--- config.mk ---
export PLATFORM = sky130hd
export DESIGN_NAME = lcd1602_text_ctrl
export DESIGN_NICKNAME = d
export VERILOG_FILES = /design/src/rtl/lcd1602_text_ctrl.sv
export SDC_FILE = /design/constraint.sdc
export NUM_CORES = 1
export LEC_CHECK = 0
export CAP_MARGIN = 20
export CORE_MARGIN = 1.5
export CORE_UTILIZATION = 30
export CTS_CLUSTER_DIAMETER = 120
export DETAILED_ROUTE_END_ITERATION = 8
export PLACE_DENSITY = 0.45
export SYNTH_ARGS = -nofsm -noshare
export SYNTH_HDL_FRONTEND = slang
export SYNTH_SLANG_ARGS = --single-unit
export TNS_END_PERCENT = 10
--- constraint.sdc ---
create_clock -name clk -period 4.9 [get_ports clk]
set_clock_uncertainty 0.15 [all_clocks]
set_input_delay 0.98 -clock clk [delete_from_list [all_inputs] [get_ports clk]]
set_output_delay 0.98 -clock clk [all_outputs]
set_load 0.02 [all_outputs]
--- src/rtl/lcd1602_text_ctrl.sv ---
// rtl/lcd1602_text_ctrl.sv - HD44780/LCD1602 init plus continuous two-row refresh from a host-written 32-byte buffer
// Define LCD_CURSOR_EN to initialise with cursor on and blinking.
module lcd1602_text_ctrl #(
  parameter int COUNT_MAX  = 8,
  parameter int BUS_WIDTH  = 8,
  parameter int POWER_WAIT = 2000000,
  parameter int CLEAR_WAIT = 64
) (
  input  logic                 clk,
  input  logic                 reset,
  input  logic                 wr_en,
  input  logic [4:0]           wr_addr,
  input  logic [7:0]           wr_data,
  output logic                 ready,
  output logic                 frame_done,
  output logic                 rs,
  output logic                 rw,
  output logic                 enable,
  output logic [BUS_WIDTH-1:0] data
);
`ifdef LCD_CURSOR_EN
  localparam logic [7:0] DISP_CMD = 8'h0F;
`else
  localparam logic [7:0] DISP_CMD = 8'h0C;
`endif
  localparam int WAIT_MAX = (POWER_WAIT > COUNT_MAX + CLEAR_WAIT) ? POWER_WAIT : COUNT_MAX + CLEAR_WAIT;
  localparam int CW = $clog2(WAIT_MAX + 1);
  localparam logic [CW-1:0] POWER_END = CW'(POWER_WAIT - 1);
  localparam logic [CW-1:0] PHASE_END = CW'(COUNT_MAX - 1);
  localparam logic [CW-1:0] CLEAR_END = CW'(COUNT_MAX + CLEAR_WAIT - 1);
  localparam logic [3:0]    INIT_LAST = (BUS_WIDTH == 4) ? 4'd4 : 4'd3;

  typedef enum logic [2:0] {POWER, INIT, ADDR0, ROW0, ADDR1, ROW1} state_t;
  state_t state, state_d;

  logic [7:0]    buffer [32];
  logic [CW-1:0] cnt, low_end;
  logic          hi, nib, single, single_d;
  logic [3:0]    idx, idx_d, init_step;
  logic [7:0]    cur, byte_d;
  logic          start, last_pulse, pulse_end, txn_end, frame_end;

  // One transaction is one or two enable pulses; the lone 4-bit init nibble is a single pulse.
  always_comb begin
    last_pulse = (BUS_WIDTH == 8) || single || nib;
    low_end    = (state == INIT && cur == 8'h01 && last_pulse) ? CLEAR_END : PHASE_END;
    pulse_end  = (state != POWER) && !hi && (cnt == low_end);
    txn_end    = pulse_end && last_pulse;
    state_d    = state;
    idx_d      = idx;
    start      = 1'b0;
    frame_end  = 1'b0;
    case (state)
      POWER: if (cnt == POWER_END) begin
        state_d = INIT;
        idx_d   = 4'd0;
        start   = 1'b1;
      end
      INIT: if (txn_end) begin
        start = 1'b1;
        if (idx == INIT_LAST) begin
          state_d = ADDR0;
          idx_d   = 4'd0;
        end else begin
          idx_d = idx + 4'd1;
        end
      end
      ADDR0: if (txn_end) begin
        start   = 1'b1;
        state_d = ROW0;
      end
      ROW0: if (txn_end) begin
        start = 1'b1;
        idx_d = idx + 4'd1;
        if (idx == 4'd15) state_d = ADDR1;
      end
      ADDR1: if (txn_end) begin
        start   = 1'b1;
        state_d = ROW1;
      end
      ROW1: if (txn_end) begin
        start = 1'b1;
        idx_d = idx + 4'd1;
        if (idx == 4'd15) begin
          state_d   = ADDR0;
          frame_end = 1'b1;
        end
      end
      default: state_d = POWER;
    endcase
  end

  // Byte for the transaction that begins this edge; buffer reads see pre-write contents.
  always_comb begin
    init_step = (BUS_WIDTH == 4) ? idx_d : idx_d + 4'd1;
    single_d  = (BUS_WIDTH == 4) && (state_d == INIT) && (idx_d == 4'd0);
    byte_d    = 8'h20;
    case (state_d)
      INIT: case (init_step)
        4'd0:    byte_d = 8'h20;
        4'd1:    byte_d = (BUS_WIDTH == 4) ? 8'h28 : 8'h38;
        4'd2:    byte_d = DISP_CMD;
        4'd3:    byte_d = 8'h01;
        default: byte_d = 8'h06;
      endcase
      ADDR0:   byte_d = 8'h80;
      ADDR1:   byte_d = 8'hC0;
      ROW0:    byte_d = buffer[{1'b0, idx_d}];
      ROW1:    byte_d = buffer[{1'b1, idx_d}];
      default: byte_d = 8'h20;
    endcase
  end

  always_ff @(posedge clk) begin
    if (reset) state <= POWER;
    else       state <= state_d;
  end

  always_ff @(posedge clk) begin
    if (reset) begin
      for (int i = 0; i < 32; i++) buffer[i] <= 8'h20;
      cnt        <= '0;
      hi         <= 1'b0;
      nib        <= 1'b0;
      single     <= 1'b0;
      idx        <= 4'd0;
      cur        <= 8'h00;
      enable     <= 1'b0;
      rs         <= 1'b0;
      data       <= '0;
      frame_done <= 1'b0;
    end else begin
      if (wr_en) buffer[wr_addr] <= wr_data;
      frame_done <= frame_end;
      idx        <= idx_d;
      if (start) begin
        cnt    <= '0;
        hi     <= 1'b1;
        nib    <= 1'b0;
        single <= single_d;
        cur    <= byte_d;
        enable <= 1'b1;
        rs     <= (state_d == ROW0) || (state_d == ROW1);
        data   <= byte_d[7 -: BUS_WIDTH];
      end else if (state == POWER) begin
        cnt <= cnt + CW'(1);
      end else if (hi) begin
        if (cnt == PHASE_END) begin
          hi     <= 1'b0;
          enable <= 1'b0;
          cnt    <= '0;
        end else begin
          cnt <= cnt + CW'(1);
        end
      end else if (pulse_end) begin
        cnt    <= '0;
        hi     <= 1'b1;
        nib    <= 1'b1;
        enable <= 1'b1;
        data   <= cur[BUS_WIDTH-1:0];
      end else begin
        cnt <= cnt + CW'(1);
      end
    end
  end

  assign ready = (state != POWER) && (state != INIT);
  assign rw    = 1'b0;
endmodule
# After elaboration in Yosys (flattened, before gate mapping)
# Memory sizes are Yosys's and may differ from the RTL's.
# Cells that the tools add are included.
[op_classes]
addsub = 3
mul = 0
div_mod_pow = 0
order_cmp = 0
n_eq_ne = 23
n_shift = 0
mux = 47
bitwise_logic = 2
reduce_logical = 18
[op_table]
columns = ["operator", "count"]
rows = [
  ["$mux W21", 4],
  ["$mux W8", 5],
  ["$pmux W8 S5", 1],
  ["$mux W3", 9],
  ["$pmux W6 S4", 1],
  ["$add A21 B1 Y21 const B", 1],
  ["$eq A21 B21 Y1 const B", 1],
  ["$eq A21 B3 Y1 const B", 1],
  ["$eq A21 B7 Y1", 1],
  ["$mux W1", 18],
  ["$pmux W3 S6", 1],
  ["$mux W4", 4],
  ["$eq A3 B2 Y1 const B", 4],
  ["$eq A3 B3 Y1 const B", 4],
  ["$eq A4 B2 Y1 const B", 3],
  ["$pmux W4 S3", 1],
  ["$add A4 B1 Y4 const B", 2],
  ["$eq A8 B1 Y1 const B", 1],
  ["$reduce_or A8 Y1", 1],
  ["$mux W7", 1],
  ["$eq A3 B1 Y1 const B", 2],
  ["$ne A3 B1 Y1 const B", 2],
  ["$reduce_and A3 Y1", 2],
  ["$reduce_bool A3 Y1", 2],
  ["other kinds (16)", 21],
]
[word_totals]
regBits = 48
latch_bits = 0
mem_bits_rw = 256
romBits = 0
inputBits = 16
word_cells = 103
memories = 1
[mem_list]
columns = ["memory", "words", "word_bits", "rd", "rd_ports_with_merged_regs", "write_ports", "line", "text"]
rows = [
  ["buffer", 32, 8, 2, 0, 32, "36", "logic [7:0] buffer [32];"],
]

# Logic depth before layout (Yosys ltp)
[logic_depth]
depth_word = 12
ltp_mapped = 17
ltp_nobuf = 12

# Worst setup path before layout
# Ideal clock, no wire load.
[synth_timing]
path_type = "reg2reg"
startpoint = "reg cnt[0]"
endpoint = "reg data[7]"
setup_ns = 0.135
arrival_time_ns = 3.117
required_ns = 4.615
path_slack_ns = 1.498
path_stages_with_launch = 14
synth_period_minus_slack_ns = 3.402
cell_sequence = "dfxtp_1 ha_1 nor4b_1 and4_1 nand2_4 o41a_1 a22oi_4 buf_6 nor2_1 a221oi_1 o21ai_0 and4_1 nor3_1 a211oi_1"
[synth_via]
elab_chain_cells = 7
word_cells_on_any_way = 29
classes_between = "9 x eq/ne; 16 x mux; 3 x reduce/logical; 1 x memory"
[synth_lines]
columns = ["element", "line", "text"]
rows = [
  ["from (decl)", "37", "logic [CW-1:0] cnt, low_end;"],
  ["from (signal assigned)", "146", "cnt <= cnt + CW'(1);"],
  ["from (signal assigned)", "153", "cnt <= cnt + CW'(1);"],
  ["from (signal assigned)", "162", "cnt <= cnt + CW'(1);"],
  ["$eq A21 B7 Y1", "47", "pulse_end = (state != POWER) && !hi && (cnt == low_end);"],
  ["$logic_and A1 B1 Y1", "47", ""],
  ["$mux W4 (tied with other cells)", "72, 81", ""],
  ["$pmux W4 S3 or $pmux W3 S6 (tied branches)", "53", "case (state)"],
  ["$mem_v2 Z32 W8 (tied with other cells)", "--", ""],
  ["$pmux W8 S5", "98", "case (state_d)"],
  ["$mux W8", "136", "if (start) begin"],
  ["to (signal assigned)", "144", "data <= byte_d[7 -: BUS_WIDTH];"],
  ["to (signal assigned)", "160", "data <= cur[BUS_WIDTH-1:0];"],
  ["to (decl)", "19", "output logic [BUS_WIDTH-1:0] data"],
]
# Parallel ways exist; a longest one is shown, timed or not.
# A chain may end at the register's enable or synchronous reset.

# Worst setup path after layout
[layout_timing]
startpoint = "reg state[1]"
endpoint = "reg data[7]"
[layout_via]
elab_chain_cells = 10
word_cells_on_any_way = 41
classes_between = "13 x eq/ne; 18 x mux; 9 x reduce/logical; 1 x memory"
[layout_lines]
columns = ["element", "line", "text"]
rows = [
  ["from (decl)", "34", "state_t state, state_d;"],
  ["from (signal assigned)", "116", "else state <= state_d;"],
  ["$eq A3 B1 Y1", "46, 53", ""],
  ["$logic_and A1 B1 Y1", "46", "low_end = (state == INIT && cur == 8'h01 && last_pulse) ? CLEAR_END : PHASE_END;"],
  ["$mux W7", "46", ""],
  ["$eq A21 B7 Y1", "47", ""],
  ["$logic_and A1 B1 Y1", "47", ""],
  ["$mux W4 (tied with other cells)", "72, 81", ""],
  ["$pmux W4 S3 or $pmux W3 S6 (tied branches)", "53", ""],
  ["$mem_v2 Z32 W8 (tied with other cells)", "--", ""],
  ["$pmux W8 S5", "98", ""],
  ["$mux W8", "136", ""],
]
# Parallel ways exist; a longest one is shown, timed or not.

==> run_results.csv <==
group,metric,value,unit
synthesis,avg_inst_size_synth,10.92,um^2
detailed_routing,met3RoutedLength,3264,um
timing,max_freq,224.6,MHz
detailed_routing,first_iter_violations,868,
timing,final.period_utilization,90.87,%
die,ioPinCount,29,
synthesis,synth_cell_types,89,
setup_path,critPathArrivalTime,4.71,ns
synthesis,yosys_reg_bits,304,
global_route,grt_util_all_layers,19.19,%
timing,timing_max_transition_violations_final,0,
cts,clk_root_buffer_cell,"sky130_fd_sc_hd__clkbuf_16",
synthesis,synth_enable_flop_cells,256,
min_path,timing.hold.worst.class,"flip-flop to flip-flop",
synthesis,mappedNetlistNets,1390,
detailed_routing,wl_per_cell,23.15,um
global_route,grt_overflow,0,
cts,h-tree-depth,2,
cts,cts_tree,"done",
setup_path,cp_data_required_time,5.15,ns
synthesis,ys.flop_type,"sky130_fd_sc_hd__edfxtp_1",
global_route,via_count_of_the_first_global_routing_pass,10500,
detailed_routing,dr_top_layer,"met4",
flow_run,max_cap_viols,0,
power,cellPowerDensity,346.0,mW/mm^2
finish,post-route-cell-area,0.01726,mm^2
status,outcome,"finished clean",
timing,worst_slew_pin_slew,0.8709,ns
global_route,largest_net_degree_at_the_start_of_global_routing,48,
timing,sum_neg_setup_slack,0,ns
timing,finalHoldWorstSlack,0.3068,ns
die,initial_utilization,30.49,%
synthesis,synth_area,0.01499,mm^2
synthesis,synth_simple_gate_area_share,24.46,%
detailed_routing,drt_wl_total,48360,um
cts,max_clock_buf_depth,3,
timing,max_slew_headroom,41.80,%
synthesis,postSynthCellCount,1372,
power,report.power.total,5.972,mW
detailed_routing,route.layer.met1.wl,22710,um
finish,layoutNonFillerInstCount,2089,
placed_design,placed_cells_incl_taps,2021,
die,die_h,226.5,um
placed_design,place_ws,0.4067,ns
setup_path,cp-start-kind,"flip-flop",
timing,post-route-worst-setup-slack,0.4472,ns
die,std_cell_rows,81,
detailed_routing,dr.pass1.iters,5,
timing,rsz0062_at_grt,"no",
cts,clock_sinks,304,
detailed_routing,via_per_inst,5.108,
timing,finalHoldViolations,0,
power,p_leak,6.032,nW
placed_design,placed_area,0.01605,mm^2
setup_path,setup.worst_path.class,"flip-flop to flip-flop",
finish,fin_util,35.12,%
synthesis,yosysSeqAreaShare,57.70,%
detailed_routing,route.met2.wl,21380,um
placed_design,place.detailed.hpwl,32640,um
finish,nets,1414,
synthesis,yosysWarnings,0,
synthesis,synth_top_family_by_area,"simple AND/OR/NAND/NOR gates",
cts,number_of_buffers_added_by_the_clock_tree_synthesis_step,37,
global_route,initial_antenna_violation_count,0,
timing,setup_violations,0,
global_route,grt_first_pass_wirelength,71240,um
synthesis,post_synth_xor_area_fraction,1.110,%
die,dieArea,0.05131,mm^2
detailed_routing,post-route-drc-count,0,
cts,path_clk_slew,0.06,ns
die,die_w,226.5,um
setup_path,worst-path-max-fanout,15,
setup_path,worst_r2r_setup_slack,0.45,ns
finish,final_layout_size_suffix_gt1_share,12.22,%
detailed_routing,drt.antenna.violating_nets,0,
synthesis,synthMuxAreaShare,3.239,%
detailed_routing,routed-via-count,10670,
synthesis,post_synth_adder_cell_area,0.1670,%
power,irDropWorstVdd,193.7,uV
die,placeableCoreArea,0.04915,mm^2
finish,flow.area_growth_from_synthesis,15.17,%
synthesis,synth-compound-area-share,9.826,%
setup_path,worst_setup_path_end_kind,"flip-flop",
placed_design,placement.io_buffers,27,
timing,timing.final.crit_period,4.453,ns
cts,cts_hold_repair.buffers,0,
synthesis,synth-async-reset-ratio,0,%
placed_design,gp_congestion,0.8582,
cts,clock_insertion_delay_worst_skew,0.55,ns
==> where the power goes <==
part           total [mW]  switching, mW  internal [mW]
Clock                2.76           1.12           1.64
Combinational       0.246          0.181         0.0651
Sequential           2.97         0.0521           2.92
Total                5.97           1.35           4.62
==> layout by cell type (no fill, tap or decap), types with 19 or more instances in the layout <==
cell | Yosys | layout
sky130_fd_sc_hd__clkdlybuf4s50_1 | 0 | 24
sky130_fd_sc_hd__nand2_1 | 143 | 143
sky130_fd_sc_hd__dfxtp_1 | 48 | 48
sky130_fd_sc_hd__and2_1 | 225 | 225
sky130_fd_sc_hd__buf_4 | 13 | 44
sky130_fd_sc_hd__nor2_1 | 113 | 112
sky130_fd_sc_hd__edfxtp_1 | 256 | 256
sky130_fd_sc_hd__nand3_1 | 46 | 46
sky130_fd_sc_hd__clkbuf_16 | 0 | 39
sky130_fd_sc_hd__a21oi_1 | 61 | 61
sky130_fd_sc_hd__or3_1 | 38 | 38
sky130_fd_sc_hd__mux2i_1 | 44 | 44
sky130_fd_sc_hd__o21ai_0 | 19 | 19
sky130_fd_sc_hd__or2_2 | 34 | 34
sky130_fd_sc_hd__a211oi_1 | 26 | 26
==> metal layers <==
layer	vias to the layer above	GRT usage [%]
met2	316	29.28
li1	4988	-
met3	60	4.211
met1	5306	27.46
met5	-	0
met4	0	4.839
==> what timing repair did <==
item | in CTS | in global routing
gates resized for setup | 0 | 1
setup endpoints to repair | 0 | 1
buffers inserted | 0 | 0
==> synthesized netlist by cell type, types with 13 or more instances <==
master | n | area (um^2)
sky130_fd_sc_hd__a211oi_1 | 26 | 195.2
sky130_fd_sc_hd__buf_2 | 20 | 100.1
sky130_fd_sc_hd__o21ai_0 | 19 | 95.09
sky130_fd_sc_hd__or2_2 | 34 | 212.7
sky130_fd_sc_hd__inv_1 | 18 | 67.56
sky130_fd_sc_hd__nand3_1 | 46 | 230.2
sky130_fd_sc_hd__or3_1 | 38 | 237.7
sky130_fd_sc_hd__nor3_1 | 15 | 75.07
sky130_fd_sc_hd__a21oi_1 | 61 | 305.3
sky130_fd_sc_hd__clkbuf_1 | 50 | 187.7
sky130_fd_sc_hd__and2_1 | 225 | 1408
sky130_fd_sc_hd__mux2i_1 | 44 | 440.4
sky130_fd_sc_hd__nor2_1 | 113 | 424.2
sky130_fd_sc_hd__dfxtp_1 | 48 | 960.9
sky130_fd_sc_hd__edfxtp_1 | 256 | 7687
sky130_fd_sc_hd__buf_4 | 13 | 97.59
sky130_fd_sc_hd__nand2_1 | 143 | 536.8
==> sequential cells by signal (all words and copies together), names as in the netlist <==
register,cells
enable,1
cur,8
cnt,21
buffer,256
rs,1
data,8
idx,4
hi,1
state,3
frame_done,1
==> kinds of logic after synthesis <==
kind of cell / after synthesis
multiplexers: 47
buffers and inverters: 109
AO/OA/AOI/OAI: 205
flip-flops: 304
XOR/XNOR: 19
adder cells (fa/ha/maj): 2
AND/OR/NAND/NOR: 685
other: 1
==> final cells by class <==
type | count | area [um^2]
tap | 664 | 830.8
multi-input combinational | 959 | 5841
inverter | 19 | 71.32
antenna | 1 | 2.502
fill | 4871 | 31890
clock buffer | 44 | 1015
sequential | 304 | 8648
clock inverter | 23 | 187.7
timing repair buffer | 75 | 665.6
==> path summary, 6_finish.rpt <==
| path | startpoint | end | cells past startpoint |
|---|---|---|---|
| setup reg to reg | state[1] | data[7] | 13 |
| hold reg to reg | rs | rs | 2 |
| setup / recovery | state[1] | data[7] | 13 |
| hold / removal | rs | rs | 2 |
==> critical path, cell delays in order (launching register included) <==
cell	delay [ns]
sky130_fd_sc_hd__dfxtp_1	0.42
sky130_fd_sc_hd__nor2_2	0.26
sky130_fd_sc_hd__inv_2	0.14
sky130_fd_sc_hd__nand2b_1	0.13
sky130_fd_sc_hd__o311a_1	0.51
sky130_fd_sc_hd__o21ai_0	0.35
sky130_fd_sc_hd__a22oi_4	0.62
sky130_fd_sc_hd__buf_4	0.34
sky130_fd_sc_hd__nor2_1	0.11
sky130_fd_sc_hd__a221oi_1	0.29
sky130_fd_sc_hd__o21ai_0	0.21
sky130_fd_sc_hd__and4_1	0.28
sky130_fd_sc_hd__nor3_1	0.37
sky130_fd_sc_hd__a211oi_1	0.13
Power figures use the tool's default switching activity.
==> patch 1, RTL diff (config.mk and constraints unchanged) <==
Build with the macro `LCD_CURSOR_EN` defined.
--- a/src/rtl/lcd1602_text_ctrl.sv
+++ b/src/rtl/lcd1602_text_ctrl.sv
@@ -1,5 +1,7 @@
 // rtl/lcd1602_text_ctrl.sv - HD44780/LCD1602 init plus continuous two-row refresh from a host-written 32-byte buffer
 // Define LCD_CURSOR_EN to initialise with cursor on and blinking.
+`define LCD_CURSOR_EN
+
 module lcd1602_text_ctrl #(
   parameter int COUNT_MAX  = 8,
   parameter int BUS_WIDTH  = 8,
Behaviour: same outputs for any inputs over 4 cycles, from zero or initial values and one cycle with reset high; that may be too few to reach the edited logic, so the function may still have changed.
==> patch 1 against the original RTL <==
Worst setup slack got worse by 0.12 ns; critical path type unchanged; critical path depth down 1; routed wire length shrank 0.23%; critical endpoint unchanged; combinational power increased by 5%; synthesized area decreased by 0.61%; total power fell by 0.65%; sequential cell count unchanged; largest power group unchanged; count of clock-buffer cells in the layout is 4 higher; highest routed layer unchanged; sequential power barely moved; largest cell class unchanged; maximum frequency shrank 2.6%; final area about the same; clock power is 2% lower.
==> patch 1: results (changes against the original RTL) <==
Status = complete, no violations (unchanged)
Clock transition at the registers of the reported paths = 0.06 ns (about the same)
Slew HR = 37.9% (was 41.8%)
Post-CTS resize count = 0 (unchanged)
Worst path max stage delay = 0.61 ns
Biggest regs = buffer (256), cnt (21) (unchanged)
Pre-antenna DRT Iters = 6 (was 5)
GRT Overall Usage = 19.1% (was 19.2%)
Arr. time, crit path = 4.88 ns (was 4.71 ns)
Post-CTS Repair Setup Buffers = 0 (unchanged)
Via count = 10645 (was 10670)
Final #Nets = 1428 (was 1414)
EDFF count, synth = 256 (unchanged)
Number of flip-flops in the largest register = 256 (unchanged)
Top cells by area, synth = edfxtp_1, and2_1, dfxtp_1 (unchanged)
Layout cells sized above 1 = 11.1% (was 12.2%)
Asr flop ratio synth = 0% (unchanged)
Number of clock buffers inserted by TritonCTS = 37 (unchanged)
Initial antenna violation count = 1 (was 0)
Seq/Total Area, Yosys = 58.1% (was 57.7%)
Final period util = 93.3% (was 90.9%)
Fillers = 4890 (was 4871)
Leakage = 6.08 nW (was 6.03 nW)
Commonest cells post-synth = edfxtp_1, and2_1, nand2_1 (unchanged)
Routed WL = 48200 um (was 48400 um)
CTS max path bufs = 3 (unchanged)
Worst Hold Class = register to register (unchanged)
Peak supply drop = 0.182 mV (was 0.194 mV)
N_diodes = 0 (was 1)
DRC violation total after the first TritonRoute iteration = 1061 (was 868)
FF-to-FF setup slack = 0.33 ns (was 0.45 ns)
I/O Buffers = 27 (unchanged)
Clock Latency Late Sink = 0.55 ns (about the same)
HPWL Detailed = 32100 um (was 32600 um)
Yosys warnings = 0 (unchanged)
Global-route wire length before repair = 70900 um (was 71200 um)
Critical path's slowest cell = nor4_1 (was a22oi_4)
Root Driver = clkbuf_16 (unchanged)
CP Max Fanout = 22 (was 15)
Placer Congestion = 0.911 (was 0.858)
Vias in the first global route = 10415 (was 10499)
Netlist cell types = 76 (was 89)
Largest net degree at the start of global routing = 60 (was 48)
Place WS = 0.419 ns (was 0.407 ns)
[patch 1: changes by cell type after synthesis, sizes merged, moves of 13 or more]
cell	change
a21oi	-13
a211oi	-14
o21ai	+33
nand3	+15
a22oi	+15
nand2	+13
or2	-33
[patch 1: report_power, final]
group	internal, mW	switching [mW]
logic	0.0735	0.185
clock network	1.58	1.13
registers	2.92	0.0497
[patch 1: cells by family (layout without fill, tap and decap cells)]
kind of cell	after synthesis	in the layout	synth area share (%)
compound gates	211	211	9.52
xor+xnor	21	21	1.23
fa+ha+maj	2	2	0.168
buf+inv	106	174	3.49
flops	304	304	58.1
mux	55	55	3.75
other cells	1	1	0.0252
simple gates	671	671	23.7
[patch 1: metal layers]
layer	vias to the layer above	track usage [%]	share of wire [%]
met2	311	30.2	45
li1	5003	-	-
met5	-	0	0
met4	0	5.46	2.2
met3	63	4.10	5.9
met1	5268	26.1	47
[patch 1: metrics by stage]
step	utilization, %	cell area [um^2]	cells	hold slack [ns]
6_report	35.3	17300	2103	0.316
5_1_grt	35.3	17300	2103	0.352
4_1_cts	35.3	17300	2103	0.320
3_5_place_dp	32.9	16100	2035	0.310
3_3_place_gp	32.9	16100	2035	0.294
2_1_floorplan	-	14900	1371	0.280
[patch 1: final timing paths]
check / from / cells after the start / end
hold / removal: cnt[0]$_SDFF_PP0_ / 1 / cnt[0]$_SDFF_PP0_
setup / recovery: cur[3]$_SDFFE_PP0P_ / 12 / data[7]$_SDFFE_PP0P_
setup reg to reg: cur[3]$_SDFFE_PP0P_ / 12 / data[7]$_SDFFE_PP0P_
hold reg to reg: cnt[0]$_SDFF_PP0_ / 1 / cnt[0]$_SDFF_PP0_
[patch 1: layout make-up]
cell class | count | share of cell area (%)
Clock buffer | 48 | 5.91
Clock inverter | 20 | 0.877
Inverter | 7 | 0.152
Multi-Input combinational cell | 961 | 33.3
Sequential cell | 304 | 50.1
Tap cell | 664 | 4.81
Timing Repair Buffer | 99 | 4.87
[patch 1: critical path, delay by kind of cell (launching register included)]
| kind | cells | cell delay, ns |
|---|---|---|
| buffers and inverters | 1 | 0.42 |
| and+or+nand+nor | 6 | 2.25 |
| DFF | 1 | 0.34 |
| AOI/OAI and AO/OA | 5 | 1.28 |
==> patch 2, RTL diff (config.mk and constraints unchanged) <==
Without the edit above. Encoding of `state_t`: now one-hot (6 bits for 6 states).
--- a/src/rtl/lcd1602_text_ctrl.sv
+++ b/src/rtl/lcd1602_text_ctrl.sv
@@ -30,7 +30,7 @@
   localparam logic [CW-1:0] CLEAR_END = CW'(COUNT_MAX + CLEAR_WAIT - 1);
   localparam logic [3:0]    INIT_LAST = (BUS_WIDTH == 4) ? 4'd4 : 4'd3;
 
-  typedef enum logic [2:0] {POWER, INIT, ADDR0, ROW0, ADDR1, ROW1} state_t;
+  typedef enum logic [5:0] {POWER = 6'b000001, INIT = 6'b000010, ADDR0 = 6'b000100, ROW0 = 6'b001000, ADDR1 = 6'b010000, ROW1 = 6'b100000} state_t;
   state_t state, state_d;
 
   logic [7:0]    buffer [32];
Formal check against the unedited RTL: no difference found for any inputs over 4 cycles, from zero or initial values and one cycle with reset high; so few cycles prove little.
==> patch 2 against the original RTL <==
Worst setup slack got worse by 0.25 ns; synthesized area down 0.21%; final area is 0.56% higher; total power is 1.6% lower; sequential cell count rose by 3; routed wire length shrank 1.9%; cell count is 2.4% higher; utilization is 0.27 points higher.
==> patch 2: results (changes against the original RTL) <==
DRC violation total after the first TritonRoute iteration = 981 (was 868)
Xor and xnor area share after synthesis = 1.35% (was 1.11%)
Logic inverters = 8 (was 19)
Post-synthesis mux area share = 3.50% (was 3.24%)
N_diodes = 2 (was 1)
GRT Overall Usage = 18.9% (was 19.2%)
Layout cells sized above 1 = 10.6% (was 12.2%)
Clk. pwr = 2.64 mW (was 2.76 mW)
CP delay by family, top = simple AND/OR/NAND/NOR gates (was compound AO/OA/AOI/OAI gates)
Peak supply drop = 0.193 mV (was 0.194 mV)
Seq area share = 50.2% (was 50.1%)
Mapped Avg Cell Area = 10.6 um^2 (was 10.9 um^2)
FF-to-FF setup slack = 0.20 ns (was 0.45 ns)
Tightest Pin Transition = 1.12 ns (was 0.871 ns)
Global-route wire length before repair = 70900 um (was 71200 um)
Combinational logic power = 253 uW (was 246 uW)
Clock transition at the registers of the reported paths = 0.06 ns (about the same)
Final total power = 5.88 mW (was 5.97 mW)
Multi-input gate area = 5800 um^2 (was 5840 um^2)
Worst setup path start = state[5]$_SDFF_PP0_ (was state[1]$_SDFF_PP0_)
Top cells by area, synth = edfxtp_1, and2_1, dfxtp_1 (unchanged)
Leakage = 6.09 nW (was 6.03 nW)
GR Util met2 = 28.6% (was 29.3%)
Seq/Total Area, Yosys = 58.2% (was 57.7%)
Pwr/cell area = 339 nW/um^2 (was 346 nW/um^2)
Final #Nets = 1465 (was 1414)
Critical path's slowest cell = or4_4 (was a22oi_4)
Wire length on met2 = 20700 um (was 21400 um)
HPWL Detailed = 31600 um (was 32600 um)
FF-to-FF Start = state[5]$_SDFF_PP0_ (was state[1]$_SDFF_PP0_)
Clk cell area share = 6.60% (was 6.97%)
Fin util = 35.4% (was 35.1%)
Largest net degree at the start of global routing = 52 (was 48)
Layout non-clock buf frac = 4.83% (was 3.86%)
Nonclk buf count = 101 (was 75)
Comb_multi_in = 992 (was 959)
Crit path to = data[4]$_SDFFE_PP0P_ (was data[7]$_SDFFE_PP0P_)
Vias in the first global route = 10470 (was 10499)
CP Max Fanout = 51 (was 15)
Clock buffers = 52 (was 44)
Post-synthesis compound-gate area fraction = 7.52% (was 9.83%)
Status = complete, no violations (unchanged)
Fin crit period = 4.70 ns (was 4.45 ns)
R2r worst-path depth = 12 (was 13)
Power Internal = 4.54 mW (was 4.62 mW)
Routing usage on met1 = 27.8% (was 27.5%)
Initial antenna violation count = 1 (was 0)
Mapped Nets = 1425 (was 1390)
Netlist cell types = 73 (was 89)
Fillers = 4987 (was 4871)
Commonest cells post-synth = edfxtp_1, and2_1, nand2_1 (unchanged)
DR WL met3 = 2360 um (was 3260 um)
Met3 GRT Util = 2.71% (was 4.21%)
Avg WL per Cell = 22.2 um (was 23.1 um)
Place WS = 0.222 ns (was 0.407 ns)
Placer Congestion = 0.846 (was 0.858)
==> patch 2: changes by cell type in the layout (fill, tap and decap cells not counted), sizes merged, moves of 17 or more <==
| cell | delta |
|---|---|
| nand2 | +54 |
| a21oi | -37 |
| o21ai | +32 |
| or2 | -28 |
| nand3 | +27 |
| buf | +21 |
| a211oi | -17 |
==> patch 2: worst min-delay path by stage <==
stage,start,slack [ns],cells after the start,end
2_1_floorplan,cnt[0]$_SDFF_PP0_,0.29,1,cnt[0]$_SDFF_PP0_
3_3_place_gp,cnt[0]$_SDFF_PP0_,0.30,1,cnt[0]$_SDFF_PP0_
3_5_place_dp,cnt[0]$_SDFF_PP0_,0.32,1,cnt[0]$_SDFF_PP0_
4_1_cts,cnt[0]$_SDFF_PP0_,0.33,1,cnt[0]$_SDFF_PP0_
5_1_grt,enable$_SDFFE_PP0P_,0.36,1,enable$_SDFFE_PP0P_
6_report,cnt[0]$_SDFF_PP0_,0.33,1,cnt[0]$_SDFF_PP0_
